`config.mk`:
```
export PLATFORM = sky130hd
export DESIGN_NAME = key_filter_2
export DESIGN_NICKNAME = d
export VERILOG_FILES = /design/src/rtl/key_filter_2.sv
export SDC_FILE = /design/constraint.sdc
export NUM_CORES = 1
export LEC_CHECK = 0
export CAP_MARGIN = 20
export CELL_PAD_IN_SITES_DETAIL_PLACEMENT = 1
export CELL_PAD_IN_SITES_GLOBAL_PLACEMENT = 2
export CORE_ASPECT_RATIO = 1.1
export CORE_MARGIN = 4
export CORE_UTILIZATION = 30
export CTS_CLUSTER_SIZE = 10
export DETAILED_ROUTE_END_ITERATION = 8
export GPL_TIMING_DRIVEN = 0
export PLACE_DENSITY_LB_ADDON = 0.08
export SKIP_LAST_GASP = 1
export SYNTH_ARGS = -nofsm -noshare
export SYNTH_HDL_FRONTEND = slang
export SYNTH_SLANG_ARGS = --single-unit
```
`constraint.sdc`:
```
create_clock -name sys_clk -period 2.2 [get_ports sys_clk]
set_input_delay 0.33 -clock sys_clk [delete_from_list [all_inputs] [get_ports sys_clk]]
set_output_delay 0.33 -clock sys_clk [all_outputs]
set_load 0.01 [all_outputs]
```
`src/rtl/key_filter_2.sv`:
```
// key_filter_2: two-channel push-button debouncer.
// Raw active-low key pins are synchronised and then filtered per channel.
// Each channel drives a clean active-low level plus one-cycle press and
// release pulses. Optional long-press detection is built when
// KEY_LONG_PRESS_EN is defined; otherwise key_long is tied low.

module key_filter_2_ch #(
  parameter logic [19:0] CNT_MAX  = 20'd1_000_000,
  parameter logic [25:0] LONG_MAX = 26'd50_000_000
) (
  input  logic sys_clk,
  input  logic sys_rst_n,
  input  logic key_in,
  output logic key_out,
  output logic key_press,
  output logic key_release,
  output logic key_long
);

  typedef enum logic [1:0] {IDLE, PRESS_FILT, DOWN, REL_FILT} state_t;

  logic [1:0]  sync_q, sync_d;
  state_t      state_q, state_d;
  logic [19:0] cnt_q, cnt_d;
  logic        out_q, out_d;
  logic        press_q, press_d;
  logic        rel_q, rel_d;
  logic        key_s;

  assign key_s = sync_q[1];

  // Two-flop synchroniser shift; idles high (released).
  always_comb sync_d = {sync_q[0], key_in};

  // Filter FSM: a level change is accepted only after CNT_MAX equal samples.
  always_comb begin
    state_d = state_q;
    cnt_d   = cnt_q;
    out_d   = out_q;
    press_d = 1'b0;
    rel_d   = 1'b0;
    case (state_q)
      IDLE: begin
        if (!key_s) begin
          state_d = PRESS_FILT;
          cnt_d   = 20'd1;
        end else begin
          cnt_d   = 20'd0;
        end
      end
      PRESS_FILT: begin
        if (key_s) begin
          state_d = IDLE;
          cnt_d   = 20'd0;
        end else if (cnt_q == CNT_MAX - 20'd1) begin
          state_d = DOWN;
          out_d   = 1'b0;
          press_d = 1'b1;
          cnt_d   = 20'd0;
        end else begin
          cnt_d   = cnt_q + 20'd1;
        end
      end
      DOWN: begin
        if (key_s) begin
          state_d = REL_FILT;
          cnt_d   = 20'd1;
        end else begin
          cnt_d   = 20'd0;
        end
      end
      REL_FILT: begin
        if (!key_s) begin
          state_d = DOWN;
          cnt_d   = 20'd0;
        end else if (cnt_q == CNT_MAX - 20'd1) begin
          state_d = IDLE;
          out_d   = 1'b1;
          rel_d   = 1'b1;
          cnt_d   = 20'd0;
        end else begin
          cnt_d   = cnt_q + 20'd1;
        end
      end
      default: begin
        state_d = IDLE;
        cnt_d   = 20'd0;
        out_d   = 1'b1;
      end
    endcase
  end

  // Synchroniser, FSM and registered outputs.
  always_ff @(posedge sys_clk or negedge sys_rst_n) begin
    if (!sys_rst_n) begin
      sync_q  <= 2'b11;
      state_q <= IDLE;
      cnt_q   <= 20'd0;
      out_q   <= 1'b1;
      press_q <= 1'b0;
      rel_q   <= 1'b0;
    end else begin
      sync_q  <= sync_d;
      state_q <= state_d;
      cnt_q   <= cnt_d;
      out_q   <= out_d;
      press_q <= press_d;
      rel_q   <= rel_d;
    end
  end

  assign key_out     = out_q;
  assign key_press   = press_q;
  assign key_release = rel_q;

`ifdef KEY_LONG_PRESS_EN
  logic [25:0] long_q, long_d;
  logic        done_q, done_d;
  logic        lpul_q, lpul_d;

  // Long-press counter: runs while accepted-down (a release bounce does not
  // restart it), saturates at LONG_MAX-1 and fires once when seen there.
  always_comb begin
    long_d = long_q;
    done_d = done_q;
    lpul_d = 1'b0;
    if (state_d == IDLE) begin
      long_d = 26'd0;
      done_d = 1'b0;
    end else if (state_q == DOWN || state_q == REL_FILT) begin
      if (long_q != LONG_MAX - 26'd1) begin
        long_d = long_q + 26'd1;
      end else if (!done_q) begin
        lpul_d = 1'b1;
        done_d = 1'b1;
      end
    end
  end

  // Long-press state registers.
  always_ff @(posedge sys_clk or negedge sys_rst_n) begin
    if (!sys_rst_n) begin
      long_q <= 26'd0;
      done_q <= 1'b0;
      lpul_q <= 1'b0;
    end else begin
      long_q <= long_d;
      done_q <= done_d;
      lpul_q <= lpul_d;
    end
  end

  assign key_long = lpul_q;
`else
  assign key_long = 1'b0;
`endif

endmodule

module key_filter_2 #(
  parameter logic [19:0] CNT_MAX  = 20'd1_000_000,
  parameter logic [25:0] LONG_MAX = 26'd50_000_000
) (
  input  logic       sys_clk,
  input  logic       sys_rst_n,
  input  logic [1:0] key_in,
  output logic [1:0] key_out,
  output logic [1:0] key_press,
  output logic [1:0] key_release,
  output logic [1:0] key_long
);

  localparam int NUM_KEYS = 2;

  // Independent per-key filter channels.
  for (genvar g = 0; g < NUM_KEYS; g++) begin : g_ch
    key_filter_2_ch #(
      .CNT_MAX  (CNT_MAX),
      .LONG_MAX (LONG_MAX)
    ) u_ch (
      .sys_clk     (sys_clk),
      .sys_rst_n   (sys_rst_n),
      .key_in      (key_in[g]),
      .key_out     (key_out[g]),
      .key_press   (key_press[g]),
      .key_release (key_release[g]),
      .key_long    (key_long[g])
    );
  end

endmodule

```
# After elaboration in Yosys (flattened, before gate mapping)
# Cells that the tools add are included.
dict set report word_totals {
  elab_cells 92
  regBits 54
  input_bits 4
}
dict set report classes {
  add_sub_neg 2
  reduce_logical 8
  mux 46
  eq_ne 24
}
# operator count
set ops {}
lappend ops {{$pmux W20 S4} 2}
lappend ops {{$mux W20} 6}
lappend ops {{$add A20 B1 Y20 const B} 2}
lappend ops {{$eq A20 B20 Y1 const B} 2}
lappend ops {{$mux W2} 12}
lappend ops {{$mux W1} 22}
lappend ops {{$ne A2 B1 Y1 const B} 8}
lappend ops {{$pmux W2 S4} 2}
lappend ops {{$reduce_and A5 Y1} 2}
lappend ops {{$eq A2 B2 Y1 const B} 4}
lappend ops {{$ne A2 B2 Y1 const B} 4}
lappend ops {{$reduce_and A4 Y1} 2}
lappend ops {{$ne A3 B1 Y1 const B} 2}
lappend ops {{$ne A3 B3 Y1 const B} 2}
lappend ops {{$eq A2 B1 Y1 const B} 2}
lappend ops {{$logic_not A2 Y1} 2}
lappend ops {{$pmux W1 S2} 2}
lappend ops {{$reduce_bool A2 Y1} 2}

# Depth between registers and ports, before layout
# Gate-level depths: netlist of the first run.
dict set report depth {
  ltp_word 4
  depth_mapped 7
  ltp_nobuf 5
}

# Modules after synthesis
# A second synthesis of the first run with hierarchy kept.
dict set report hier_totals {
  cells_unflattened 249
  area_unflattened_um2 2541.2
}
# module area_per_inst_um2 cells_each instances
set modules_own_cells {}
lappend modules_own_cells {{key_filter_2_ch (g_ch[0].u_ch)} 1278.7 123 1}
lappend modules_own_cells {{key_filter_2_ch (g_ch[1].u_ch)} 1262.5 126 1}

# Worst setup path before layout of the first run
# Ideal clock, no wire load.
dict set report synth_path {
  kind {reg2reg}
  from {reg g_ch[0].u_ch.cnt_q[0]}
  to {reg g_ch[0].u_ch.cnt_q[14]}
  path_stages_with_launch 7
  path_slack_ps 300
  setup_ps 77
  arrival_ps 1823
  period_less_slack_ps 1900
  t_required_ps 2123
  cell_sequence {dfrtp_1 ha_1 nand4_1 or4_1 buf_2 or3_1 a21oi_1}
}
dict set report synth_between {
  elab_chain_len 4
  elab_cells_between_ends 6
  cone_classes {add/sub (1); eq/ne (1); mux (4)}
}
# item line
set synth_lines {}
lappend synth_lines {{start: declaration} 24} ;# logic [19:0] cnt_q, cnt_d;
lappend synth_lines {{start signal: assignment} 105} ;# cnt_q <= cnt_d;
lappend synth_lines {{$add A20 B1 Y20 or $eq A20 B20 Y1 (tied branches)} --}
lappend synth_lines {{$mux W20 *} {55, 76}}
lappend synth_lines {{$mux W20, on equally long branches} {73, 52}}
lappend synth_lines {{$pmux W20 S4 *} 42} ;# case (state_q)
lappend synth_lines {{named net g_ch[0].u_ch.cnt_d[14]} 24}
# The timed path passes the listed nets; every way through them passes the cells marked *.
# A chain may end at the register's enable or synchronous reset.

# Worst setup path after layout of the first run
dict set report layout_path {
  from {reg g_ch[1].u_ch.cnt_q[6]}
  to {reg g_ch[1].u_ch.cnt_q[12]}
}
dict set report layout_between {
  elab_chain_len 4
  elab_cells_between_ends 6
  cone_classes {add/sub (1); eq/ne (1); mux (4)}
}
# item line
set layout_lines {}
lappend layout_lines {{start: declaration} 24}
lappend layout_lines {{start signal: assignment} 105}
lappend layout_lines {{$add A20 B1 Y20 or $eq A20 B20 Y1 (tied branches)} --}
lappend layout_lines {{$mux W20 *} {55, 76}}
lappend layout_lines {{$mux W20, on equally long branches} {73, 52}}
lappend layout_lines {{$pmux W20 S4 *} 42}
lappend layout_lines {{named net g_ch[1].u_ch.cnt_d[12]} 24}
# Marks and branches as above.

==> summary.txt, run 1 <==
Placement
  – I/O Buffers: 9
  – Dpl hpwl: 4.06 mm
  – GPL Wtd Cong: 0.661
  – Dpl cell area: 2880 sq um

STA
  – Final hold vios: 0
  – Setup Viol. Count Final: 0
  – Tmin final: 2070 ps
  – Maximum clock rate: 484 MHz
  – Setup TNS: 0 ps
  – Max-slew violations: 0
  – Post-route clock period utilization: 94.0%
  – Skew final: 13.7 ps
  – Fin Hold WS: 360 ps
  – RSZ-0062 raised after global routing: no

Clock network
  – Number of clock buffers inserted by TritonCTS: 5
  – CTS sink count: 54
  – Clock tree buffer depth: 2
  – Clock latency on the worst-skew pair: 310 ps
  – H-Tree Depth: 2
  – CTS root buffer: clkbuf_8
  – Worst-path clk slew: 100 ps
  – CTS tree: yes

Hold path
  – Worst Hold Class: reg2reg
  – Hold depth: 0

Global routing
  – GR Overflow Total: 0
  – Total track usage: 11.7%
  – Initial antenna violation count: 0
  – Vias in the first global route: 1999
  – First-pass GRT wire length: 9.86 mm
  – Largest net degree at the start of global routing: 37

Detailed routing
  – Aggregate routed wire length: 5.67 mm
  – DR pass1 iterations: 4
  – Initial drt markers: 23
  – Post-route ant nets: 0
  – DR vias: 1948
  – Post-route DRC violation count: 0
  – WL/cell: 14.4 microns
  – Via/cell ratio: 4.93

Job
  – Total of max-cap violations: 0

Worst setup path
  – Setup CP Type: reg2reg
  – CP Capture Type: register
  – Crit path max fanout: 10
  – Arr. time, crit path: 2260 ps
  – Critical path required time: 2390 ps
  – CP Launch Type: register
  – R2R depth: 6
  – R2R setup slack: 130 ps
  – Delay of the slowest critical-path stage: 570 ps
  – Crit path cell chain: or4bb_1 > nor4_4 > a21o_1 > buf_2 > buf_4 > nor2_1
  – Slowest stage cell, crit path: or4bb_1

Synth
  – Cells after synthesis: 264
  – Mapped Area: 2630 sq um
  – Most common cell in the netlist: dfrtp_1
  – Synth top area cells: dfrtp_1 46%, dfstp_2 6.0%, nor2_1 5.1%, xnor2_1 5.0%, xor2_1 3.7%
  – Syn Area/Cell: 9.97 sq um
  – Synthesis-stage register bit count: 54
  – YS warnings: 0
  – Top cells by count, synth: 48 x dfrtp_1, 36 x nor2_1, 15 x nand2_1, 15 x xnor2_1
  – Synth Flop Type: dfrtp_1
  – Register area share after synthesis: 51.6%
  – Post-synth cell types: 42
  – Post-synth top area share: 45.6%
  – Post-synth top area cell: dfrtp_1
  – Ys async rst share: 100%
  – Post-synth EDFFs: 0

Floorplan
  – Num ports: 12
  – Die Width: 97.3 microns
  – Core footprint: 8450 sq um
  – Die Y: 106 microns
  – Die area: 10300 sq um
  – Site Rows: 35
  – Initial Util: 31.1%

Final layout
  – Antenna diodes: 0
  – Fin util: 35.5%
  – Area Growth Syn to Fin: 14.1%
  – Final instance area: 3000 sq um
  – Nets: 290
  – Layout cells sized above 1: 12.3%
  – Fill cells: 989

Power
  – Leakage power: 1.15 nW
  – VDD IR max: 0.234 mV
  – Power Dens Cells: 543 nW/um^2
  – Final total power: 1.63 mW

Run status
  – Status: finished, final reports clean
[metal layers]
layer / GRT usage [%] / wire length, microns / part of all wire (%)
met1: 14.2 / 2590 / 46
met2: 20.9 / 2930 / 52
met3: 2.03 / 72 / 1.3
met4: 3.86 / 72 / 1.3
met5: 0 / 0 / 0
[logic make-up (layout without fill, tap and decap cells)]
| logic type | Yosys count | count (layout) | synth area share (%) |
|---|---|---|---|
| AO/OA/AOI/OAI | 33 | 33 | 7.46 |
| XOR/XNOR | 26 | 26 | 8.65 |
| adder cells (fa/ha/maj) | 2 | 2 | 0.950 |
| buffers and inverters | 25 | 44 | 5.04 |
| flip-flops | 54 | 54 | 51.6 |
| multiplexers | 2 | 2 | 0.760 |
| other | 1 | 2 | 0.142 |
| AND/OR/NAND/NOR | 121 | 121 | 25.4 |
[path summary, 6_finish.rpt]
| kind | start | end |
|---|---|---|
| max reg2reg | g_ch[1].u_ch.cnt_q[6] | g_ch[1].u_ch.cnt_q[12] |
| min reg2reg | g_ch[1].u_ch.sync_q[0] | g_ch[1].u_ch.sync_q[1] |
| min in group asynchronous | sys_rst_n | g_ch[1].u_ch.cnt_q[17] |
| min | g_ch[1].u_ch.sync_q[0] | g_ch[1].u_ch.sync_q[1] |
| max in group asynchronous | sys_rst_n | g_ch[0].u_ch.sync_q[0] |
| max | g_ch[1].u_ch.cnt_q[6] | g_ch[1].u_ch.cnt_q[12] |
[worst max-delay path: cells and delay by family (launching register included)]
kind / cells / cell delay, ps
flops: 1 / 450
buf+inv: 2 / 430
compound gates: 1 / 150
simple gates: 3 / 920
[final cells by class]
type                            instances  area (sq um)  share of cell area, %
Multi-Input combinational cell        186          1170                   38.8
Clock buffer                            6          72.6                   2.42
Buffer                                 13          90.1                   3.00
Inverter                               12          45.0                   1.50
Sequential cell                        54          1360                   45.3
Timing Repair Buffer                   12           123                   4.08
Clock inverter                          1          7.51                  0.250
Tap cell                              111           139                   4.62
[placed cells by master (no fill, tap or decap), types with 11 or more instances in the layout]
cell	n
buf_4	11
dfrtp_1	47
xor2_1	11
o21ai_0	11
inv_1	12
a21oi_1	12
nand3_1	12
nand4_1	11
nand2_1	15
nor2_1	36
xnor2_1	15
[power breakdown]
group,internal [mW],switching [mW]
Combinational,0.0255,0.0430
Sequential,1.01,0.0122
Clock,0.220,0.325
[metrics by stage]
| stage | setup slack, ps | std cells |
|---|---|---|
| 6_report | 133 | 395 |
| 3_5_place_dp | 63.7 | 386 |
| 3_3_place_gp | -1050 | 385 |
| 2_1_floorplan | 300 | 265 |
| 5_1_grt | 2.37 | 395 |
| 4_1_cts | 42.4 | 394 |
[timing repair]
action                                 CTS  global route
buffers inserted                         0             1
hold buffers                             1             0
gates resized for setup                  0             6
setup endpoints to repair                0            23
endpoints found under the hold margin   15             0
[registers in the layout, summed over array words and instances (netlist names), named ones only]
| name | cells |
|---|---|
| g_ch.u_ch.cnt_q | 40 |
| g_ch.u_ch.key_out | 2 |
| g_ch.u_ch.key_press | 2 |
| g_ch.u_ch.key_release | 2 |
| g_ch.u_ch.state_q | 2 |
| g_ch.u_ch.sync_q | 4 |
No activity file was read; power rests on OpenSTA's default activity.
==> run 2: changes to the inputs <==
--- a/config.mk
+++ b/config.mk
@@ -16,6 +16,7 @@
 export GPL_TIMING_DRIVEN = 0
 export PLACE_DENSITY_LB_ADDON = 0.08
 export SKIP_LAST_GASP = 1
+export SLEW_MARGIN = 20
 export SYNTH_ARGS = -nofsm -noshare
 export SYNTH_HDL_FRONTEND = slang
 export SYNTH_SLANG_ARGS = --single-unit
==> summary.txt, run 2 (synthesis results as in run 1) <==
Global routing
  – Vias in the first global route: 1980 (was 1999)
  – Largest net degree at the start of global routing: 43 (was 37)
  – GR Overflow Total: 0 (unchanged)
  – Total track usage: 11.5% (was 11.7%)
  – Initial antenna violation count: 0 (unchanged)
  – First-pass GRT wire length: 9.76 mm (was 9.86 mm)

Final layout
  – Final instance area: 3030 sq um (was 3000 sq um)
  – Fin util: 35.8% (was 35.5%)
  – Leading cell types in the layout, fill and taps excluded: 47 x dfrtp_1, 36 x nor2_1, 15 x nand2_1, 15 x xnor2_1 (unchanged)
  – Top reg by flops: g_ch.u_ch.cnt_q (unchanged)
  – Area Growth Syn to Fin: 15.0% (was 14.1%)
  – Sequential Area: 1360 sq um (unchanged)
  – Biggest regs: g_ch.u_ch.cnt_q: 40 flops, g_ch.u_ch.sync_q: 4 flops (unchanged)
  – Area of the multi-input gates: 1170 sq um (unchanged)
  – Layout cells sized above 1: 13.0% (was 12.3%)
  – Nets: 290 (unchanged)
  – Commonest non-fill, non-tap cell in the layout: dfrtp_1 (unchanged)
  – Max reg flops: 40 (unchanged)
  – Antenna diodes: 0 (unchanged)
  – Fill cells: 989 (unchanged)

Worst setup path
  – Arr. time, crit path: 2240 ps (was 2260 ps)
  – Setup CP Type: reg2reg (unchanged)
  – R2R setup slack: 160 ps (was 130 ps)
  – Crit path max fanout: 10 (unchanged)
  – CP Launch Type: register (unchanged)
  – CP top delay family: simple AND/OR/NAND/NOR gates (unchanged)
  – Crit path cell chain: or4bb_1 > nor4_4 > a21o_1 > clkbuf_4 > buf_4 > nor2_1 (was or4bb_1 > nor4_4 > a21o_1 > buf_2 > buf_4 > nor2_1)
  – Delay of the slowest critical-path stage: 570 ps (about the same)
  – Critical path required time: 2400 ps (was 2390 ps)
  – Slowest stage cell, crit path: or4bb_1 (unchanged)
  – CP Capture Type: register (unchanged)
  – Buffers & Inverters on Critical Path: 2 (unchanged)

STA
  – Tmin final: 2040 ps (was 2070 ps)
  – Setup TNS: 0 ps (unchanged)
  – Post-route clock period utilization: 92.7% (was 94.0%)
  – Max-slew violations: 0 (unchanged)
  – Setup Viol. Count Final: 0 (unchanged)
  – Maximum clock rate: 490 MHz (was 484 MHz)
  – Skew final: 7.60 ps (was 13.7 ps)
  – RSZ-0062 raised after global routing: no (unchanged)
  – Final hold vios: 0 (unchanged)

Detailed routing
  – Post-route DRC violation count: 0 (unchanged)
  – WL/cell: 14.2 microns (was 14.4 microns)
  – Initial drt markers: 29 (was 23)
  – DR pass1 iterations: 4 (unchanged)
  – Via/cell ratio: 4.89 (was 4.93)
  – DR vias: 1935 (was 1948)
  – Post-route ant nets: 0 (unchanged)
  – Aggregate routed wire length: 5.61 mm (was 5.67 mm)

Power
  – Power Dens Cells: 551 nW/um^2 (was 543 nW/um^2)
  – VDD IR max: 0.227 mV (was 0.234 mV)
  – Leakage power: 1.17 nW (was 1.15 nW)

Placement
  – I/O Buffers: 9 (unchanged)
  – Dpl cell area: 2890 sq um (was 2880 sq um)
  – Dpl hpwl: 4.06 mm (about the same)
  – GPL Wtd Cong: 0.661 (unchanged)

Floorplan
  – Num ports: 12 (unchanged)
  – Site Rows: 35 (unchanged)
  – Die area: 10300 sq um (unchanged)
  – Core footprint: 8450 sq um (unchanged)
  – Initial Util: 31.1% (unchanged)
  – Die Y: 106 microns (unchanged)
  – Die Width: 97.3 microns (unchanged)

Clock network
  – CTS sink count: 54 (unchanged)
  – Worst-path clk slew: 100 ps (about the same)
  – Clock latency on the worst-skew pair: 310 ps (about the same)
  – H-Tree Depth: 2 (unchanged)
  – CTS tree: yes (unchanged)
  – Clock tree buffer depth: 2 (unchanged)
  – CTS root buffer: clkbuf_8 (unchanged)
  – Number of clock buffers inserted by TritonCTS: 5 (unchanged)

Job
  – Total of max-cap violations: 0 (unchanged)

Hold path
  – Worst Hold Class: reg2reg (unchanged)

Run status
  – Status: finished, final reports clean (unchanged)
## run 2: changes by cell type in the layout (fill, tap and decap cells not counted), sizes merged
cell,before,now
clkinv,0,1
clkbuf,6,7
buf,16,15
## run 2: path summary, 6_finish.rpt
path,from,end,cells after the start
setup / recovery,g_ch[1].u_ch.cnt_q[6],g_ch[1].u_ch.cnt_q[10],6
hold / removal,g_ch[1].u_ch.sync_q[0],g_ch[1].u_ch.sync_q[1],0
setup reg to reg,g_ch[1].u_ch.cnt_q[6],g_ch[1].u_ch.cnt_q[10],6
hold reg to reg,g_ch[1].u_ch.sync_q[0],g_ch[1].u_ch.sync_q[1],0
max in group asynchronous,sys_rst_n,g_ch[0].u_ch.key_out,3
min in group asynchronous,sys_rst_n,g_ch[1].u_ch.cnt_q[7],2
## run 2: where the power goes
group / internal (mW) / total [mW] / switching [mW]
clock network: 0.254 / 0.579 / 0.325
registers: 1.01 / 1.02 / 0.0120
logic: 0.0275 / 0.0706 / 0.0431
total: 1.29 / 1.67 / 0.381
## run 2: area by class of cell
type	instances	area share, %
inverters	12	1.49
plain buffers	13	2.98
repair buffers	12	4.38
well taps	111	4.59
clock buffers	6	2.73
clock inverters	2	0.413
multi-input cells	186	38.5
flip-flops and latches	54	44.9
## run 2: per-stage QoR
step	power (mW)	instances	worst slack (ps)	hold slack [ps]
3_3_place_gp	1.10	385	-1050	346
5_1_grt	1.76	396	8.29	368
4_1_cts	1.71	395	31.3	363
6_report	1.67	396	161	361
2_1_floorplan	1.06	265	300	34.4
3_5_place_dp	1.11	386	63.8	201
## run 2: layer usage
| metal | up-vias | GRT usage [%] | part of all wire [%] |
|---|---|---|---|
| met5 | - | 0 | 0 |
| met4 | 0 | 4.15 | 1.2 |
| met3 | 4 | 2.03 | 1.6 |
| met2 | 10 | 20.6 | 51 |
| met1 | 958 | 13.9 | 46 |
| li1 | 963 | - | - |
## run 2: what timing repair did
action | 4_1_cts | 5_1_grt
hold endpoints to repair | 9 | 0
buffers inserted | 0 | 1
hold buffers | 1 | 0
resized for setup | 0 | 5
endpoints found under the setup margin | 0 | 23
